`src/rtl/if_fetch_unit_if.sv`:
```
// -----------------------------------------------------------------------------
// if_fetch_unit_if
//   Bundle of every non-clock signal of the ifmap fetch unit: the controller
//   handshake and tile configuration, the ifmap buffer read port, and the
//   vector stream towards the systolic array feeder.
//
//   modport master : environment side (controller, buffer, feeder).
//   modport slave  : the fetch unit itself.
//
//   Signals
//     if_read, clr_if                    controller run enable / restart
//     cfg_base, cfg_width, cfg_height,
//     cfg_pitch                          tile geometry, latched at start
//     cfg_pad                            pad border width (IF_ZERO_PAD_EN only)
//     mem_rd_en, mem_addr, mem_rdata     buffer read port, 1-cycle latency
//     if_data, if_valid, if_stall        output vector stream
//     if_done                            one-cycle completion pulse
//
//   Build option: IF_ZERO_PAD_EN adds the cfg_pad field.
// -----------------------------------------------------------------------------
interface if_fetch_unit_if #(
  parameter int ADDR_W = 16,
  parameter int DATA_W = 8,
  parameter int ROWS   = 8,
  parameter int DIM_W  = 10
) ();
  logic                     if_read;
  logic                     clr_if;
  logic [ADDR_W-1:0]        cfg_base;
  logic [DIM_W-1:0]         cfg_width;
  logic [DIM_W-1:0]         cfg_height;
  logic [DIM_W-1:0]         cfg_pitch;
`ifdef IF_ZERO_PAD_EN
  logic [1:0]               cfg_pad;
`endif
  logic                     mem_rd_en;
  logic [ADDR_W-1:0]        mem_addr;
  logic [ROWS*DATA_W-1:0]   mem_rdata;
  logic [ROWS*DATA_W-1:0]   if_data;
  logic                     if_valid;
  logic                     if_stall;
  logic                     if_done;

  modport master (
    output if_read, clr_if, cfg_base, cfg_width, cfg_height, cfg_pitch,
`ifdef IF_ZERO_PAD_EN
    output cfg_pad,
`endif
    output mem_rdata, if_stall,
    input  mem_rd_en, mem_addr, if_data, if_valid, if_done
  );

  modport slave (
    input  if_read, clr_if, cfg_base, cfg_width, cfg_height, cfg_pitch,
`ifdef IF_ZERO_PAD_EN
    input  cfg_pad,
`endif
    input  mem_rdata, if_stall,
    output mem_rd_en, mem_addr, if_data, if_valid, if_done
  );
endinterface

```
`src/rtl/if_fetch_unit.sv`:
```
// -----------------------------------------------------------------------------
// if_fetch_unit
//   Walks a 2-D ifmap tile in raster order out of the ifmap buffer and streams
//   one ROWS-lane vector per cycle to the systolic array feeder. A one-entry
//   skid buffer absorbs the read that is already in flight when the feeder
//   stalls, so nothing is lost or duplicated. if_done pulses for one cycle
//   after the last vector has transferred.
//
//   Ports
//     clk  : clock
//     rst  : asynchronous, active-high reset
//     bus  : if_fetch_unit_if.slave (controller, buffer port, output stream)
//
//   Build option: IF_ZERO_PAD_EN surrounds the tile with a cfg_pad-wide border
//   of all-zero vectors that issue no buffer reads.
// -----------------------------------------------------------------------------
module if_fetch_unit #(
  parameter int ADDR_W = 16,
  parameter int DATA_W = 8,
  parameter int ROWS   = 8,
  parameter int DIM_W  = 10
) (
  input  logic           clk,
  input  logic           rst,
  if_fetch_unit_if.slave bus
);

  localparam int VEC_W = ROWS * DATA_W;
  // Walk counters cover the padded dimensions (up to 2^DIM_W-1 + 6).
  localparam int CNT_W = DIM_W + 1;

  typedef enum logic [1:0] {
    S_IDLE,
    S_FETCH,
    S_DRAIN,
    S_DONE
  } state_e;

  state_e             state_q, state_d;
  logic [CNT_W-1:0]   width_q, width_d;      // padded columns
  logic [CNT_W-1:0]   height_q, height_d;    // padded rows
  logic [DIM_W-1:0]   pitch_q, pitch_d;
  logic [1:0]         pad_q, pad_d;
  logic [CNT_W-1:0]   row_q, row_d;
  logic [CNT_W-1:0]   col_q, col_d;
  logic [ADDR_W-1:0]  row_base_q, row_base_d;
  logic               rd_pend_q, rd_pend_d;  // a slot issued last cycle
  logic               rd_pad_q, rd_pad_d;    // that slot is a pad vector
  logic               skid_full_q, skid_full_d;
  logic [VEC_W-1:0]   skid_data_q, skid_data_d;
  logic [VEC_W-1:0]   data_q, data_d;
  logic               valid_q, valid_d;
  logic               done_q, done_d;

  logic [1:0]         cfg_pad_in;
  logic [CNT_W-1:0]   pad_ext;
  logic               is_pad;
  logic               interior_row;
  logic               issue;
  logic               last_col;
  logic               last_row;
  logic               out_free;
  logic [VEC_W-1:0]   arr_data;
  logic               zero_dim;
  logic               start;
  logic               abort;

`ifdef IF_ZERO_PAD_EN
  assign cfg_pad_in = bus.cfg_pad;
`else
  assign cfg_pad_in = 2'd0;
`endif

  assign pad_ext      = CNT_W'(pad_q);
  assign interior_row = (row_q >= pad_ext) && (row_q < height_q - pad_ext);
  assign is_pad       = !interior_row || (col_q < pad_ext) ||
                        (col_q >= width_q - pad_ext);

  // A slot (read or pad vector) is issued only when the pipeline can take it:
  // with the feeder not stalling and the skid empty, the word arriving next
  // cycle always has either the output register or the skid to land in.
  // Read enable/address stay combinational so they react to if_stall at once.
  assign issue         = (state_q == S_FETCH) && !bus.if_stall && !skid_full_q;
  assign bus.mem_rd_en = issue && !is_pad;
  assign bus.mem_addr  = (state_q == S_FETCH) ?
                         row_base_q + ADDR_W'(col_q - pad_ext) : '0;

  assign last_col = (col_q == width_q - CNT_W'(1));
  assign last_row = (row_q == height_q - CNT_W'(1));
  assign out_free = !valid_q || !bus.if_stall;
  assign arr_data = rd_pad_q ? '0 : bus.mem_rdata;

  assign zero_dim = (bus.cfg_width == '0) || (bus.cfg_height == '0);
  // clr_if is only meaningful under if_read; DONE ignores a stale request.
  assign start    = bus.if_read && bus.clr_if && (state_q != S_DONE);
  assign abort    = !bus.if_read && ((state_q == S_FETCH) || (state_q == S_DRAIN));

  always_comb begin
    // NOTE: every _d starts from its _q value (or a fixed default) before any
    // branch, so no path through this block can infer a latch.
    state_d     = state_q;
    width_d     = width_q;
    height_d    = height_q;
    pitch_d     = pitch_q;
    pad_d       = pad_q;
    row_d       = row_q;
    col_d       = col_q;
    row_base_d  = row_base_q;
    rd_pend_d   = issue;
    rd_pad_d    = issue && is_pad;
    skid_full_d = skid_full_q;
    skid_data_d = skid_data_q;
    data_d      = data_q;
    valid_d     = valid_q;
    done_d      = 1'b0;

    // Output path: the skid always holds an older word than the one arriving,
    // so it drains first to keep raster order.
    if (out_free) begin
      if (skid_full_q) begin
        data_d      = skid_data_q;
        valid_d     = 1'b1;
        skid_full_d = rd_pend_q;
        skid_data_d = arr_data;
      end else begin
        valid_d = rd_pend_q;
        if (rd_pend_q) data_d = arr_data;
      end
    end else if (rd_pend_q) begin
      skid_full_d = 1'b1;
      skid_data_d = arr_data;
    end

    case (state_q)
      S_IDLE: ;
      S_FETCH: begin
        if (issue) begin
          if (last_col) begin
            col_d = '0;
            row_d = row_q + CNT_W'(1);
            // Pad rows have no buffer words, so only real rows move the base.
            if (interior_row) row_base_d = row_base_q + ADDR_W'(pitch_q);
            if (last_row) state_d = S_DRAIN;
          end else begin
            col_d = col_q + CNT_W'(1);
          end
        end
      end
      S_DRAIN: begin
        // Final transfer happens on this edge when nothing else is queued.
        if (!rd_pend_q && !skid_full_q && out_free) begin
          done_d  = 1'b1;
          state_d = S_DONE;
        end
      end
      S_DONE: begin
        if (!bus.if_read) state_d = S_IDLE;
      end
      default: state_d = S_IDLE;
    endcase

    if (abort) begin
      state_d     = S_IDLE;
      rd_pend_d   = 1'b0;
      rd_pad_d    = 1'b0;
      skid_full_d = 1'b0;
      valid_d     = 1'b0;
      data_d      = '0;
      done_d      = 1'b0;
    end else if (start) begin
      width_d     = CNT_W'(bus.cfg_width) + CNT_W'({cfg_pad_in, 1'b0});
      height_d    = CNT_W'(bus.cfg_height) + CNT_W'({cfg_pad_in, 1'b0});
      pitch_d     = bus.cfg_pitch;
      pad_d       = cfg_pad_in;
      row_d       = '0;
      col_d       = '0;
      row_base_d  = bus.cfg_base;
      // An empty tile skips straight to DRAIN, which completes next edge.
      state_d     = zero_dim ? S_DRAIN : S_FETCH;
      rd_pend_d   = 1'b0;
      rd_pad_d    = 1'b0;
      skid_full_d = 1'b0;
      valid_d     = 1'b0;
      data_d      = '0;
      done_d      = 1'b0;
    end
  end

  // NOTE: sequential state uses non-blocking assignments only, so every
  // register samples the pre-edge values regardless of statement order.
  always_ff @(posedge clk or posedge rst) begin
    if (rst) begin
      // NOTE: the data registers are reset as well because if_data must read
      // zero out of reset; the skid payload follows for uniformity.
      state_q     <= S_IDLE;
      width_q     <= '0;
      height_q    <= '0;
      pitch_q     <= '0;
      pad_q       <= '0;
      row_q       <= '0;
      col_q       <= '0;
      row_base_q  <= '0;
      rd_pend_q   <= 1'b0;
      rd_pad_q    <= 1'b0;
      skid_full_q <= 1'b0;
      skid_data_q <= '0;
      data_q      <= '0;
      valid_q     <= 1'b0;
      done_q      <= 1'b0;
    end else begin
      state_q     <= state_d;
      width_q     <= width_d;
      height_q    <= height_d;
      pitch_q     <= pitch_d;
      pad_q       <= pad_d;
      row_q       <= row_d;
      col_q       <= col_d;
      row_base_q  <= row_base_d;
      rd_pend_q   <= rd_pend_d;
      rd_pad_q    <= rd_pad_d;
      skid_full_q <= skid_full_d;
      skid_data_q <= skid_data_d;
      data_q      <= data_d;
      valid_q     <= valid_d;
      done_q      <= done_d;
    end
  end

  assign bus.if_data  = data_q;
  assign bus.if_valid = valid_q;
  assign bus.if_done  = done_q;

endmodule

```
`src/flat_wrapper.sv`:
```
// flat-port wrapper written by rule: the top's interface ports become plain ports
module if_fetch_unit_flat 
#(
  parameter int ADDR_W = 16,
  parameter int DATA_W = 8,
  parameter int ROWS   = 8,
  parameter int DIM_W  = 10
)
  (clk, rst, bus_if_read, bus_clr_if, bus_cfg_base, bus_cfg_width, bus_cfg_height, bus_cfg_pitch, bus_mem_rdata, bus_if_stall, bus_mem_rd_en, bus_mem_addr, bus_if_data, bus_if_valid, bus_if_done);
  if_fetch_unit_if #(.ADDR_W(ADDR_W), .DATA_W(DATA_W), .ROWS(ROWS), .DIM_W(DIM_W)) bus_i ();
  input  logic clk;
  input  logic rst;
  input wire logic [$bits(bus_i.if_read)-1:0] bus_if_read;
  input wire logic [$bits(bus_i.clr_if)-1:0] bus_clr_if;
  input wire logic [$bits(bus_i.cfg_base)-1:0] bus_cfg_base;
  input wire logic [$bits(bus_i.cfg_width)-1:0] bus_cfg_width;
  input wire logic [$bits(bus_i.cfg_height)-1:0] bus_cfg_height;
  input wire logic [$bits(bus_i.cfg_pitch)-1:0] bus_cfg_pitch;
  input wire logic [$bits(bus_i.mem_rdata)-1:0] bus_mem_rdata;
  input wire logic [$bits(bus_i.if_stall)-1:0] bus_if_stall;
  output wire logic [$bits(bus_i.mem_rd_en)-1:0] bus_mem_rd_en;
  output wire logic [$bits(bus_i.mem_addr)-1:0] bus_mem_addr;
  output wire logic [$bits(bus_i.if_data)-1:0] bus_if_data;
  output wire logic [$bits(bus_i.if_valid)-1:0] bus_if_valid;
  output wire logic [$bits(bus_i.if_done)-1:0] bus_if_done;
  assign bus_i.if_read = bus_if_read;
  assign bus_i.clr_if = bus_clr_if;
  assign bus_i.cfg_base = bus_cfg_base;
  assign bus_i.cfg_width = bus_cfg_width;
  assign bus_i.cfg_height = bus_cfg_height;
  assign bus_i.cfg_pitch = bus_cfg_pitch;
  assign bus_i.mem_rdata = bus_mem_rdata;
  assign bus_i.if_stall = bus_if_stall;
  assign bus_mem_rd_en = bus_i.mem_rd_en;
  assign bus_mem_addr = bus_i.mem_addr;
  assign bus_if_data = bus_i.if_data;
  assign bus_if_valid = bus_i.if_valid;
  assign bus_if_done = bus_i.if_done;
  if_fetch_unit #(.ADDR_W(ADDR_W), .DATA_W(DATA_W), .ROWS(ROWS), .DIM_W(DIM_W)) u_core (.clk(clk), .rst(rst), .bus(bus_i));
endmodule
```
`config.mk`:
```
export PLATFORM = sky130hd
export DESIGN_NAME = if_fetch_unit_flat
export DESIGN_NICKNAME = d
export VERILOG_FILES = /design/src/rtl/if_fetch_unit_if.sv /design/src/rtl/if_fetch_unit.sv /design/src/flat_wrapper.sv
export SDC_FILE = /design/constraint.sdc
export NUM_CORES = 1
export LEC_CHECK = 0
export BUFFER_PORTS_ARGS = -buffer_cell sky130_fd_sc_hd__buf_2
export CORE_MARGIN = 4
export CORE_UTILIZATION = 40
export CTS_CLUSTER_DIAMETER = 200
export DETAILED_ROUTE_END_ITERATION = 10
export PLACE_DENSITY_LB_ADDON = 0.1
export SYNTH_ARGS = -nofsm -noshare
export SYNTH_HDL_FRONTEND = slang
export SYNTH_SLANG_ARGS = --single-unit
```
`constraint.sdc`:
```
create_clock -name clk -period 6.6 [get_ports clk]
set_input_delay 1.32 -clock clk [delete_from_list [all_inputs] [get_ports clk]]
set_output_delay 1.32 -clock clk [all_outputs]
set_load 0.05 [all_outputs]
```
==> results.py <==
metrics = {
    "drt": {
        "routed_via_density": 5.243,
        "postRouteAntennaNets": 0,
        "drc": 0,
        "dr.pass1.iters": 5,
        "drt_iter0_drc": 483,
        "post_drt_wl_per_cell_um": 16.17,
        "vias": 9737,
        "drt-total-wl_mm": 30.02,
    },
    "clock_network": {
        "cts.hold.buffers_added": 0,
        "cts_tree": "built",
        "cts_setup_buffers": 0,
        "clock_sinks": 203,
        "clkLatencyLatePin_ps": 520,
        "clk_pin_slew_ps": 60,
        "cts_buffers": 25,
        "cts-root-buf": "clkbuf_16",
        "post_cts_resized": 0,
        "cts_buffer_depth": 3,
        "cts-htree-levels": 1,
    },
    "worst_setup_path": {
        "path_class": "flip-flop to output port",
        "path_max_fanout": 6,
        "cp_data_arrival_time_ps": 3450,
        "worstPathCellList": "ha_1 > fa_1 > a21o_1 > a21o_1 > a21oi_1 > o21ai_0 > a221o_1 > o311ai_0 > buf_2",
        "crit_cells": 9,
        "r2r_setup_slack_ps": 3320,
        "r2r_end": "u_core.row_base_q[8]$_DFF_PP0_",
        "r2r_start": "u_core.width_q[1]$_DFFE_PP0P_",
        "crit_end": "bus_mem_addr[12]",
        "end_kind": "output port",
        "cpMostUsedCell": "a21o_1",
        "worst_path_max_delay_cell": "dfrtp_1",
        "start_kind": "flip-flop",
        "r2r_cells": 9,
        "required_ps": 5280,
        "path_buf_inv": 1,
        "cp-startpoint": "u_core.col_q[0]$_DFF_PP0_",
        "slowest_delay_ps": 450,
        "critPathTopFamily": "compound AO/OA/AOI/OAI gates",
    },
    "die": {
        "rows": 61,
        "die_h_um": 177.8,
        "pin_count": 198,
        "start_util_pct": 41.06,
        "dieArea_um2": 31610,
        "core_um2": 28090,
        "die_width_um": 177.8,
    },
    "timing": {
        "hold_violations": 0,
        "finalClockSkew_ps": 16.37,
        "setup_slack_ps": 1834,
        "final-setup-viol-count": 0,
        "finalCritPeriodShare_pct": 72.22,
        "relSlewSlack_pct": 26.08,
        "slew_violations": 0,
        "period_minus_slack_ps": 4766,
        "clock.fmax_mhz": 209.8,
        "tightest_slew_ps": 1109,
        "fin_setup_tns_ps": 0,
        "rsz0062_at_grt": "no",
    },
    "synthesis": {
        "ys_seq_area_share_pct": 44.05,
        "syn_area_um2": 11530,
        "avgSynthCellArea_um2": 8.797,
        "synth_warnings": 0,
        "synth-edff-count": 0,
        "yosysTopAreaCell": "dfrtp_1",
        "synth.area.top_cells": "dfrtp_1 (44%), nand2_1 (7.8%), ha_1 (5.3%)",
        "syn_nets": 1477,
        "synth_ff_type": "dfrtp_1",
        "synthMostInstantiatedCell": "nand2_1",
        "synth-seq-cells": 203,
        "synth_cell_types": 65,
        "synthCells": 1311,
        "netlist.area_leader.share_pct": 44.05,
        "synth_common_cells": "nand2_1 (240), dfrtp_1 (203), nor2_1 (107)",
        "async_flop_share_pct": 100.0,
    },
    "run": {
        "drv_cap": 0,
    },
    "layout": {
        "fill_cells": 2815,
        "nets": 1634,
        "area_growth_pct": 17.73,
        "drive_gt1_share_pct": 17.74,
    },
    "power": {
        "p_comb_share_pct": 42.2,
        "internal_power_uw": 3157,
        "cellPowerDensity_nw_per_um2": 411.6,
        "p_leak_uw": 0.006351,
        "p_clk_share_pct": 22.9,
        "power_uw": 5588,
        "seq_power_share_pct": 35.0,
        "ir_drop_uv": 202.9,
        "switching_share_pct": 43.50,
        "net-switching-power_uw": 2431,
    },
    "hold_path": {
        "hold_start": "u_core.skid_data_q[44]$_DFFE_PP0P_",
        "hold_class": "flip-flop to flip-flop",
    },
    "run_status": {
        "status": "completed",
    },
    "place": {
        "dp_hpwl_mm": 20.28,
        "io_buffers": 197,
        "place_ws_ps": 2355,
        "gp_congestion": 0.8268,
    },
    "global_route": {
        "grt_pass1_wl_mm": 48.82,
        "track_usage_pct": 18.75,
        "grt_max_degree": 145,
        "grt_overflow_total": 0,
        "grt_pass1_vias": 9451,
        "antenna_found_initial": 3,
    },
}
==> power groups by stage <==
stage	clock network, uW	registers (uW)	logic, uW
floorplan	0	2440	1300
global placement	0	1970	2340
detailed placement	0	1970	2380
CTS	1320	1960	2380
global route	1370	2010	2600
finish	1280	1950	2360
==> state kept, by name (all words and copies together), names as in the netlist, 10 cells and up <==
name                cells
u_core.bus.if_data     64
u_core.skid_data_q     64
u_core.row_base_q      16
u_core.col_q           11
u_core.row_q           11
u_core.height_q        10
u_core.pitch_q         10
u_core.width_q         10
==> cells by family after synthesis <==
kind of cell,count (synthesis),synth area share [%]
flip-flops,203,44.05
multiplexers,18,1.573
buffers and inverters,114,3.721
XOR/XNOR,52,3.949
AO/OA/AOI/OAI,324,18.51
adder cells (fa/ha/maj),51,5.663
AND/OR/NAND/NOR,549,22.53
==> worst reg2reg max path, stage by stage (launching register included) <==
cell	delay, ps
dfrtp_1	400
inv_1	120
ha_1	250
nor4b_2	470
nand3_1	170
nor4b_2	330
a2bb2oi_2	380
and3_1	660
mux2i_1	260
a21oi_1	90
==> metal layers <==
layer | vias to the layer above | share of wire, % | track usage (%)
li1 | 4857 | - | -
met1 | 4625 | 49 | 27.65
met2 | 205 | 44 | 29.12
met3 | 46 | 4.8 | 3.046
met4 | 4 | 2.2 | 4.093
met5 | - | 0.12 | 0
==> cell usage in the layout (no fill, tap or decap), types with 9 or more instances in the layout <==
| cell | n |
|---|---|
| nor2_1 | 105 |
| nand2_1 | 239 |
| nor4_1 | 9 |
| inv_1 | 34 |
| o21ai_0 | 101 |
| o21a_1 | 68 |
| a211oi_1 | 71 |
| clkbuf_16 | 25 |
| buf_2 | 197 |
| nand3_1 | 23 |
| and2_1 | 16 |
| a21oi_1 | 26 |
| ha_1 | 49 |
| xor2_1 | 25 |
| xnor2_1 | 27 |
| mux2i_1 | 16 |
| buf_4 | 11 |
| nor3_1 | 18 |
| nand4_1 | 16 |
| dfrtp_1 | 202 |
| nand2b_1 | 72 |
==> metrics by stage <==
stage / std cells / hold WS, ps / utilization [%] / cell area [um^2]
3_3_place_gp: 1819 / 462.7 / 45.69 / 12830
2_1_floorplan: 1311 / 449.7 / - / 11540
4_1_cts: 1855 / 482.9 / 48.32 / 13570
5_1_grt: 1856 / 499.5 / 48.33 / 13570
6_report: 1857 / 477.0 / 48.34 / 13580
3_5_place_dp: 1819 / 470.4 / 45.69 / 12830
==> layout make-up <==
type	instances	area [um^2]	area share (%)
clock buffers	34	699.4	5.152
flip-flops and latches	203	5084	37.44
clock inverters	2	38.79	0.2857
multi-input cells	994	6053	44.59
well taps	378	473.0	3.484
repair buffers	209	1089	8.018
inverters	35	135.1	0.9953
diodes	2	5.005	0.03686
==> worst min-delay path by stage <==
stage                                                    end  slack, ps  cells after the start
after floorplan           u_core.skid_data_q[62]$_DFFE_PP0P_        450                      2
after global placement     u_core.skid_data_q[7]$_DFFE_PP0P_        460                      2
after detailed placement  u_core.skid_data_q[20]$_DFFE_PP0P_        470                      2
after CTS                 u_core.skid_data_q[20]$_DFFE_PP0P_        480                      2
after global routing           u_core.pitch_q[4]$_DFFE_PP0P_        500                      2
final                     u_core.skid_data_q[44]$_DFFE_PP0P_        480                      2
Power figures use the tool's default switching activity.
